[config.mk]
export PLATFORM = sky130hd
export DESIGN_NAME = decode_scoreboard
export DESIGN_NICKNAME = d
export VERILOG_FILES = /design/src/rtl/decode_scoreboard.sv
export SDC_FILE = /design/constraint.sdc
export NUM_CORES = 1
export LEC_CHECK = 0
export BUFFER_PORTS_ARGS = -buffer_cell sky130_fd_sc_hd__buf_2
export CAP_MARGIN = 0
export CORE_MARGIN = 5
export CORE_UTILIZATION = 30
export CTS_BUF_LIST = sky130_fd_sc_hd__clkbuf_4
export CTS_CLUSTER_DIAMETER = 30
export DETAILED_ROUTE_END_ITERATION = 7
export GPL_ROUTABILITY_DRIVEN = 0
export GPL_TIMING_DRIVEN = 0
export PLACE_DENSITY = 0.52
export SLEW_MARGIN = 10
export SYNTH_ARGS = -nofsm -noshare
export SYNTH_HDL_FRONTEND = slang
export SYNTH_SLANG_ARGS = --single-unit
[constraint.sdc]
create_clock -name I_CLOCK -period 3.84 [get_ports I_CLOCK]
set_input_delay 0.384 -clock I_CLOCK [delete_from_list [all_inputs] [get_ports I_CLOCK]]
set_output_delay 0.384 -clock I_CLOCK [all_outputs]
set_load 0.1 [all_outputs]
[src/rtl/decode_scoreboard.sv]
// Decode-stage scalar register file, condition-code register and pending-write scoreboard.
// Define DECODE_SCOREBOARD_BYPASS_EN to forward same-cycle writebacks into resolving operands.
module decode_scoreboard #(
    parameter int NUM_REGS     = 16,
    parameter int DATA_W       = 16,
    parameter int NUM_SRC      = 2,
    parameter int MAX_INFLIGHT = 3,
    localparam int IDX_W       = $clog2(NUM_REGS),
    localparam int CNT_W       = $clog2(MAX_INFLIGHT + 1)
) (
    input  logic                      I_CLOCK,
    input  logic                      I_RESET,
    input  logic                      I_IssueValid,
    input  logic [NUM_SRC*IDX_W-1:0]  I_SrcIdx,
    input  logic [NUM_SRC-1:0]        I_SrcUsed,
    input  logic [IDX_W-1:0]          I_DestIdx,
    input  logic                      I_DestWrite,
    input  logic                      I_ReadsCC,
    input  logic                      I_WritesCC,
    input  logic                      I_Stall,
    input  logic                      I_WBValid,
    input  logic [IDX_W-1:0]          I_WBIdx,
    input  logic [DATA_W-1:0]         I_WBData,
    input  logic                      I_WBCCEn,
    input  logic [2:0]                I_WBCC,
    output logic                      O_Issue,
    output logic [NUM_SRC*DATA_W-1:0] O_SrcValue,
    output logic [2:0]                O_CCValue,
    output logic [IDX_W-1:0]          O_DestIdx,
    output logic                      O_DepStall,
    output logic                      O_Error
);

    localparam logic [CNT_W-1:0] CNT_MAX = CNT_W'(MAX_INFLIGHT);
    localparam logic [CNT_W-1:0] CNT_ONE = CNT_W'(1);

    logic [DATA_W-1:0]         rf [NUM_REGS];
    logic [CNT_W-1:0]          cnt [NUM_REGS];
    logic [CNT_W-1:0]          cnt_next [NUM_REGS];
    logic [2:0]                cc;
    logic [CNT_W-1:0]          cc_cnt;
    logic [CNT_W-1:0]          cc_cnt_next;
    logic                      hazard;
    logic                      accept;
    logic                      underflow;
    logic [NUM_SRC*DATA_W-1:0] src_next;
    logic [2:0]                cc_next;

    // Hazard detection and operand selection, all from current-cycle state.
    // NOTE: combinational blocks use blocking '=' with a default for every output first,
    // so each path is fully assigned and no latch is inferred.
    always_comb begin
        logic [IDX_W-1:0] idx;
        hazard   = 1'b0;
        src_next = '0;
        cc_next  = cc;
        idx      = '0;
        for (int k = 0; k < NUM_SRC; k++) begin
            idx = I_SrcIdx[k*IDX_W +: IDX_W];
            if (I_SrcUsed[k]) begin
`ifdef DECODE_SCOREBOARD_BYPASS_EN
                if (cnt[idx] == CNT_ONE && I_WBValid && I_WBIdx == idx) begin
                    src_next[k*DATA_W +: DATA_W] = I_WBData;
                end else begin
                    if (cnt[idx] != '0) hazard = 1'b1;
                    src_next[k*DATA_W +: DATA_W] = rf[idx];
                end
`else
                if (cnt[idx] != '0) hazard = 1'b1;
                src_next[k*DATA_W +: DATA_W] = rf[idx];
`endif
            end
        end
        if (I_ReadsCC) begin
`ifdef DECODE_SCOREBOARD_BYPASS_EN
            if (cc_cnt == CNT_ONE && I_WBCCEn) begin
                cc_next = I_WBCC;
            end else if (cc_cnt != '0) begin
                hazard = 1'b1;
            end
`else
            if (cc_cnt != '0) hazard = 1'b1;
`endif
        end
        if (I_DestWrite && cnt[I_DestIdx] == CNT_MAX) hazard = 1'b1;
        if (I_WritesCC && cc_cnt == CNT_MAX) hazard = 1'b1;
    end

    assign O_DepStall = I_IssueValid & hazard;
    assign accept     = I_IssueValid & ~hazard & ~I_Stall;

    // Pending counters: an accepted writer and a retiring writeback on the same entry cancel.
    always_comb begin
        logic inc;
        logic dec;
        inc = 1'b0;
        dec = 1'b0;
        for (int i = 0; i < NUM_REGS; i++) begin
            inc = accept && I_DestWrite && (I_DestIdx == IDX_W'(i));
            dec = I_WBValid && (I_WBIdx == IDX_W'(i)) && (cnt[i] != '0);
            cnt_next[i] = cnt[i];
            if (inc && !dec)      cnt_next[i] = cnt[i] + CNT_ONE;
            else if (!inc && dec) cnt_next[i] = cnt[i] - CNT_ONE;
        end
        inc = accept && I_WritesCC;
        dec = I_WBCCEn && (cc_cnt != '0);
        cc_cnt_next = cc_cnt;
        if (inc && !dec)      cc_cnt_next = cc_cnt + CNT_ONE;
        else if (!inc && dec) cc_cnt_next = cc_cnt - CNT_ONE;
        underflow = (I_WBValid && cnt[I_WBIdx] == '0) || (I_WBCCEn && cc_cnt == '0);
    end

    // NOTE: sequential state uses non-blocking '<=' so every register samples pre-edge values.
    always_ff @(posedge I_CLOCK) begin
        if (I_RESET) begin
            // NOTE: the register file is reset explicitly because consumers may legally read
            // a never-written register and must see zero; this costs a reset path per entry.
            for (int i = 0; i < NUM_REGS; i++) begin
                rf[i]  <= '0;
                cnt[i] <= '0;
            end
            cc         <= '0;
            cc_cnt     <= '0;
            O_Issue    <= 1'b0;
            O_SrcValue <= '0;
            O_CCValue  <= '0;
            O_DestIdx  <= '0;
            O_Error    <= 1'b0;
        end else begin
            O_Issue <= accept;
            if (accept) begin
                O_SrcValue <= src_next;
                O_CCValue  <= cc_next;
                O_DestIdx  <= I_DestIdx;
            end
            if (I_WBValid) rf[I_WBIdx] <= I_WBData;
            if (I_WBCCEn)  cc <= I_WBCC;
            for (int i = 0; i < NUM_REGS; i++) begin
                cnt[i] <= cnt_next[i];
            end
            cc_cnt <= cc_cnt_next;
            if (underflow) O_Error <= 1'b1;
        end
    end

endmodule

==> metrics.md <==
| Metric | Value |
|---|---|
| Commonest register cell after synthesis | `sky130_fd_sc_hd__edfxtp_1` |
| Clock tree from TritonCTS | `built` |
| Peak supply drop | `0.221 mV` |
| Clock latency on the worst-skew pair | `0.81 ns` |
| Startpoint class of the critical path | `flip-flop` |
| CTS sink cnt | `334` |
| H-tree lvl count | `3` |
| Transition at the pin with the smallest max-transition slack | `1.10 ns` |
| Slew HR | `0.259` |
| Crit Path Class | `reg -> out` |
| Crit. End Element | `primary output` |
| Number of unique standard cell types used by synthesis | `50` |
| Accumulated negative setup slack | `0 ns` |
| Setup repair after global routing missed its margin | `no` |
| Endpoint arrival time on the critical path | `3.26 ns` |
| Total nets after synthesis | `1360` |
| Area growth, synth to finish | `16.1%` |
| Vias per inst | `4.99` |
| DRT Wirelength | `53000 microns` |
| Detail-routed net length per standard cell | `22.5 microns` |
| Capturing element of the worst setup path | `O_DepStall` |
| Max capacitance violation total | `0` |
| Cell Pwr Density | `429 nW/um^2` |
| Data required time at the worst endpoint | `3.46 ns` |
| Core area | `60000 sq um` |
| Final hold violation count | `0` |
| Starting density of the core | `0.302` |
| Routed via count | `11700` |
| R2r startpoint | `cnt[1][0]$_SDFFE_PP0P_` |
| Cell depth of the worst min-delay path | `3` |
| Total setup violations reported at the end of the flow | `0` |
| I/O pins | `88` |
| Share of final-layout standard cells stronger than drive strength 1 | `0.289` |
| Pre-CTS setup slack | `0.144 ns` |
| Final worst-path setup slack | `0.197 ns` |
| Tightest Hold Check Type | `in -> reg` |
| Outcome | `finished clean` |
| Drt drc | `0` |
| Largest net degree at the start of global routing | `17` |
| Number of global-route vias before repair | `12100` |
| Max Fanout on Critical Path | `8` |
| # resized after CTS | `0` |
| Root buffer selected by CTS | `sky130_fd_sc_hd__clkbuf_4` |
| First-pass GRT wire length | `79600 microns` |
| Initial drt markers | `874` |
| Number of antenna violations at the first check in global routing | `2` |
| Post-detail-place hpwl | `40600 microns` |
| DR pass1 iterations | `6` |
| Max frequency | `275 MHz` |
| Beginning of the critical path | `cnt[2][0]$_SDFFE_PP0P_` |
| Layout net count | `1558` |
| Post-route minimum period | `3.64 ns` |
| Clock transition at the registers of the reported paths | `0.07 ns` |
| Proportion of register bits with asynchronous set or reset after synthesis | `0` |
| Global router's overall resource usage | `0.160` |
| Die area | `65400 sq um` |
| Number of buffers added on ports | `81` |
| Number of flops mapped to enable cells by yosys | `256` |
| DIE WIDTH | `256 microns` |
| Length in cells of the worst reg-to-reg path | `9` |
| Sequential-to-total area share from yosys stat | `0.511` |
| Clock Tree Buf Depth | `3` |
| Number of register bits inferred by synthesis | `334` |
| Number of instances in the synthesized netlist | `1297` |
| Worst reg2reg endpoint | `cnt[14][1]$_SDFFE_PP0P_` |
| Area of the mapped netlist | `18100 sq um` |
| Number of pins exceeding their max-slew limit in the final report | `0` |
| Leakage power figure | `7.66 nW` |
| Die Span Y | `256 microns` |
| Final standard cell utilization of the core | `0.350` |
| Number of synthesis warnings | `0` |
| TritonCTS buffer count | `92` |
| Number of fill cells | `5815` |
| Worst-case register-to-register setup slack | `0.39 ns` |
| Share of the clock period used by the worst path | `0.949` |
| Sum of overflow across all layers after global routing | `0` |
| Average cell area after synthesis | `14.0 sq um` |
| Num rows | `90` |
| Clock Skews | `0.0534 ns` |
| Number of nets with antenna violations after routing | `0` |
## logic make-up after synthesis
family	after synthesis	share of synthesized area
flip-flops	334	0.511
multiplexers	226	0.246
XOR/XNOR	34	0.0164
AND/OR/NAND/NOR	517	0.163
adder cells (fa/ha/maj)	17	0.0117
AO/OA/AOI/OAI	64	0.0223
buffers and inverters	105	0.0295
## Yosys cell counts, drive strengths merged (2+ instances only)
cell type,n,area (sq um)
nor3b,5,37.5
a22oi,4,30.0
o21ai,27,135
nand2b,52,325
ha,17,213
nor2,65,244
buf,31,246
mux2i,51,510
mux4,174,3940
nor4,3,18.8
clkbuf,66,258
or4,4,30.0
o2111a,2,22.5
nand2,49,184
nand3b,2,15.0
nor2b,7,43.8
a31o,3,26.3
nand3,8,52.6
edfxtp,256,7690
nand4,2,18.8
o32ai,2,17.5
nor3,22,110
dfxtp,78,1560
and2,258,1620
inv,8,30.0
xor2,34,298
or3,23,144
or2,14,87.6
a21oi,20,104
## how the worst min path moves through the flow
stage	endpoint	slack [ns]	from
global route	O_Error$_SDFFE_PP0P_	0.16	I_WBCCEn
CTS	O_SrcValue[16]$_SDFFE_PP0N_	0.08	I_RESET
floorplan	O_CCValue[0]$_SDFFE_PP0N_	0.45	cc[0]$_SDFFE_PP0P_
global placement	O_SrcValue[13]$_SDFFE_PP0N_	0.46	O_SrcValue[13]$_SDFFE_PP0N_
finish	O_Error$_SDFFE_PP0P_	0.17	I_WBCCEn
detailed placement	O_SrcValue[21]$_SDFFE_PP0N_	0.47	O_SrcValue[21]$_SDFFE_PP0N_
## registers in the layout (all words and copies together), names as in the netlist
register    count
rf            256
O_SrcValue     32
cnt            32
O_DestIdx       4
O_CCValue       3
cc              3
cc_cnt          2
O_Error         1
O_Issue         1
## per-layer routing
metal / wire length [microns] / vias to the layer above / GRT usage
met5: 0 / - / 0
met4: 1330 / 0 / 0.0565
met3: 3910 / 67 / 0.0353
met2: 24600 / 409 / 0.251
met1: 23200 / 5916 / 0.220
li1: - / 5352 / -
## where the power goes
group          leakage (nW)  internal (mW)  switching (mW)
clock                 0.752           1.93            1.57
sequential             3.08           4.09           0.109
combinational          3.83          0.529           0.801
## worst max-delay path: stages, from the launching register on
cell and delay, ns:
sky130_fd_sc_hd__dfxtp_1 0.50, sky130_fd_sc_hd__nor2_1 0.11, sky130_fd_sc_hd__mux4_2 0.52, sky130_fd_sc_hd__a2111oi_4 0.49, sky130_fd_sc_hd__nand2_1 0.12, sky130_fd_sc_hd__nand4_2 0.17, sky130_fd_sc_hd__and2_1 0.14, sky130_fd_sc_hd__buf_2 0.42
## cells in the final DEF, fill, tap and decap left out, types with 27 or more instances in the layout
cell type / n
sky130_fd_sc_hd__xor2_1: 34
sky130_fd_sc_hd__nand2_1: 49
sky130_fd_sc_hd__mux2i_1: 51
sky130_fd_sc_hd__o21ai_0: 27
sky130_fd_sc_hd__mux4_2: 169
sky130_fd_sc_hd__edfxtp_1: 256
sky130_fd_sc_hd__nand2b_1: 52
sky130_fd_sc_hd__buf_2: 97
sky130_fd_sc_hd__and2_1: 257
sky130_fd_sc_hd__clkbuf_4: 131
sky130_fd_sc_hd__clkbuf_1: 65
sky130_fd_sc_hd__nor2_1: 65
sky130_fd_sc_hd__dfxtp_1: 78
## what timing repair did
| action | CTS | global route |
|---|---|---|
| setup buffers | 0 | 0 |
| endpoints found under the hold margin | 96 | 0 |
| hold buffers | 22 | 0 |
## metrics by stage
step                total power [mW]  area, sq um  std cells  hold slack (ns)
CTS                             9.14        21000       2352           0.0807
finish                          9.02        21000       2354            0.171
global placement                5.55        19500       2160            0.460
detailed placement              5.58        19500       2161            0.466
global route                    9.43        21000       2353            0.156
floorplan                       5.15        18100       1297            0.448
## cell type report
cell class	instances	area (sq um)	share of cell area
diodes	2	5.00	0.000238
plain buffers	97	504	0.0240
clock buffers	131	983	0.0468
clock inverters	38	304	0.0145
inverters	8	30.0	0.00143
multi-input cells	858	8330	0.396
flip-flops and latches	334	9250	0.440
well taps	782	978	0.0465
repair buffers	104	641	0.0305
(Power assumes the default switching activity.)
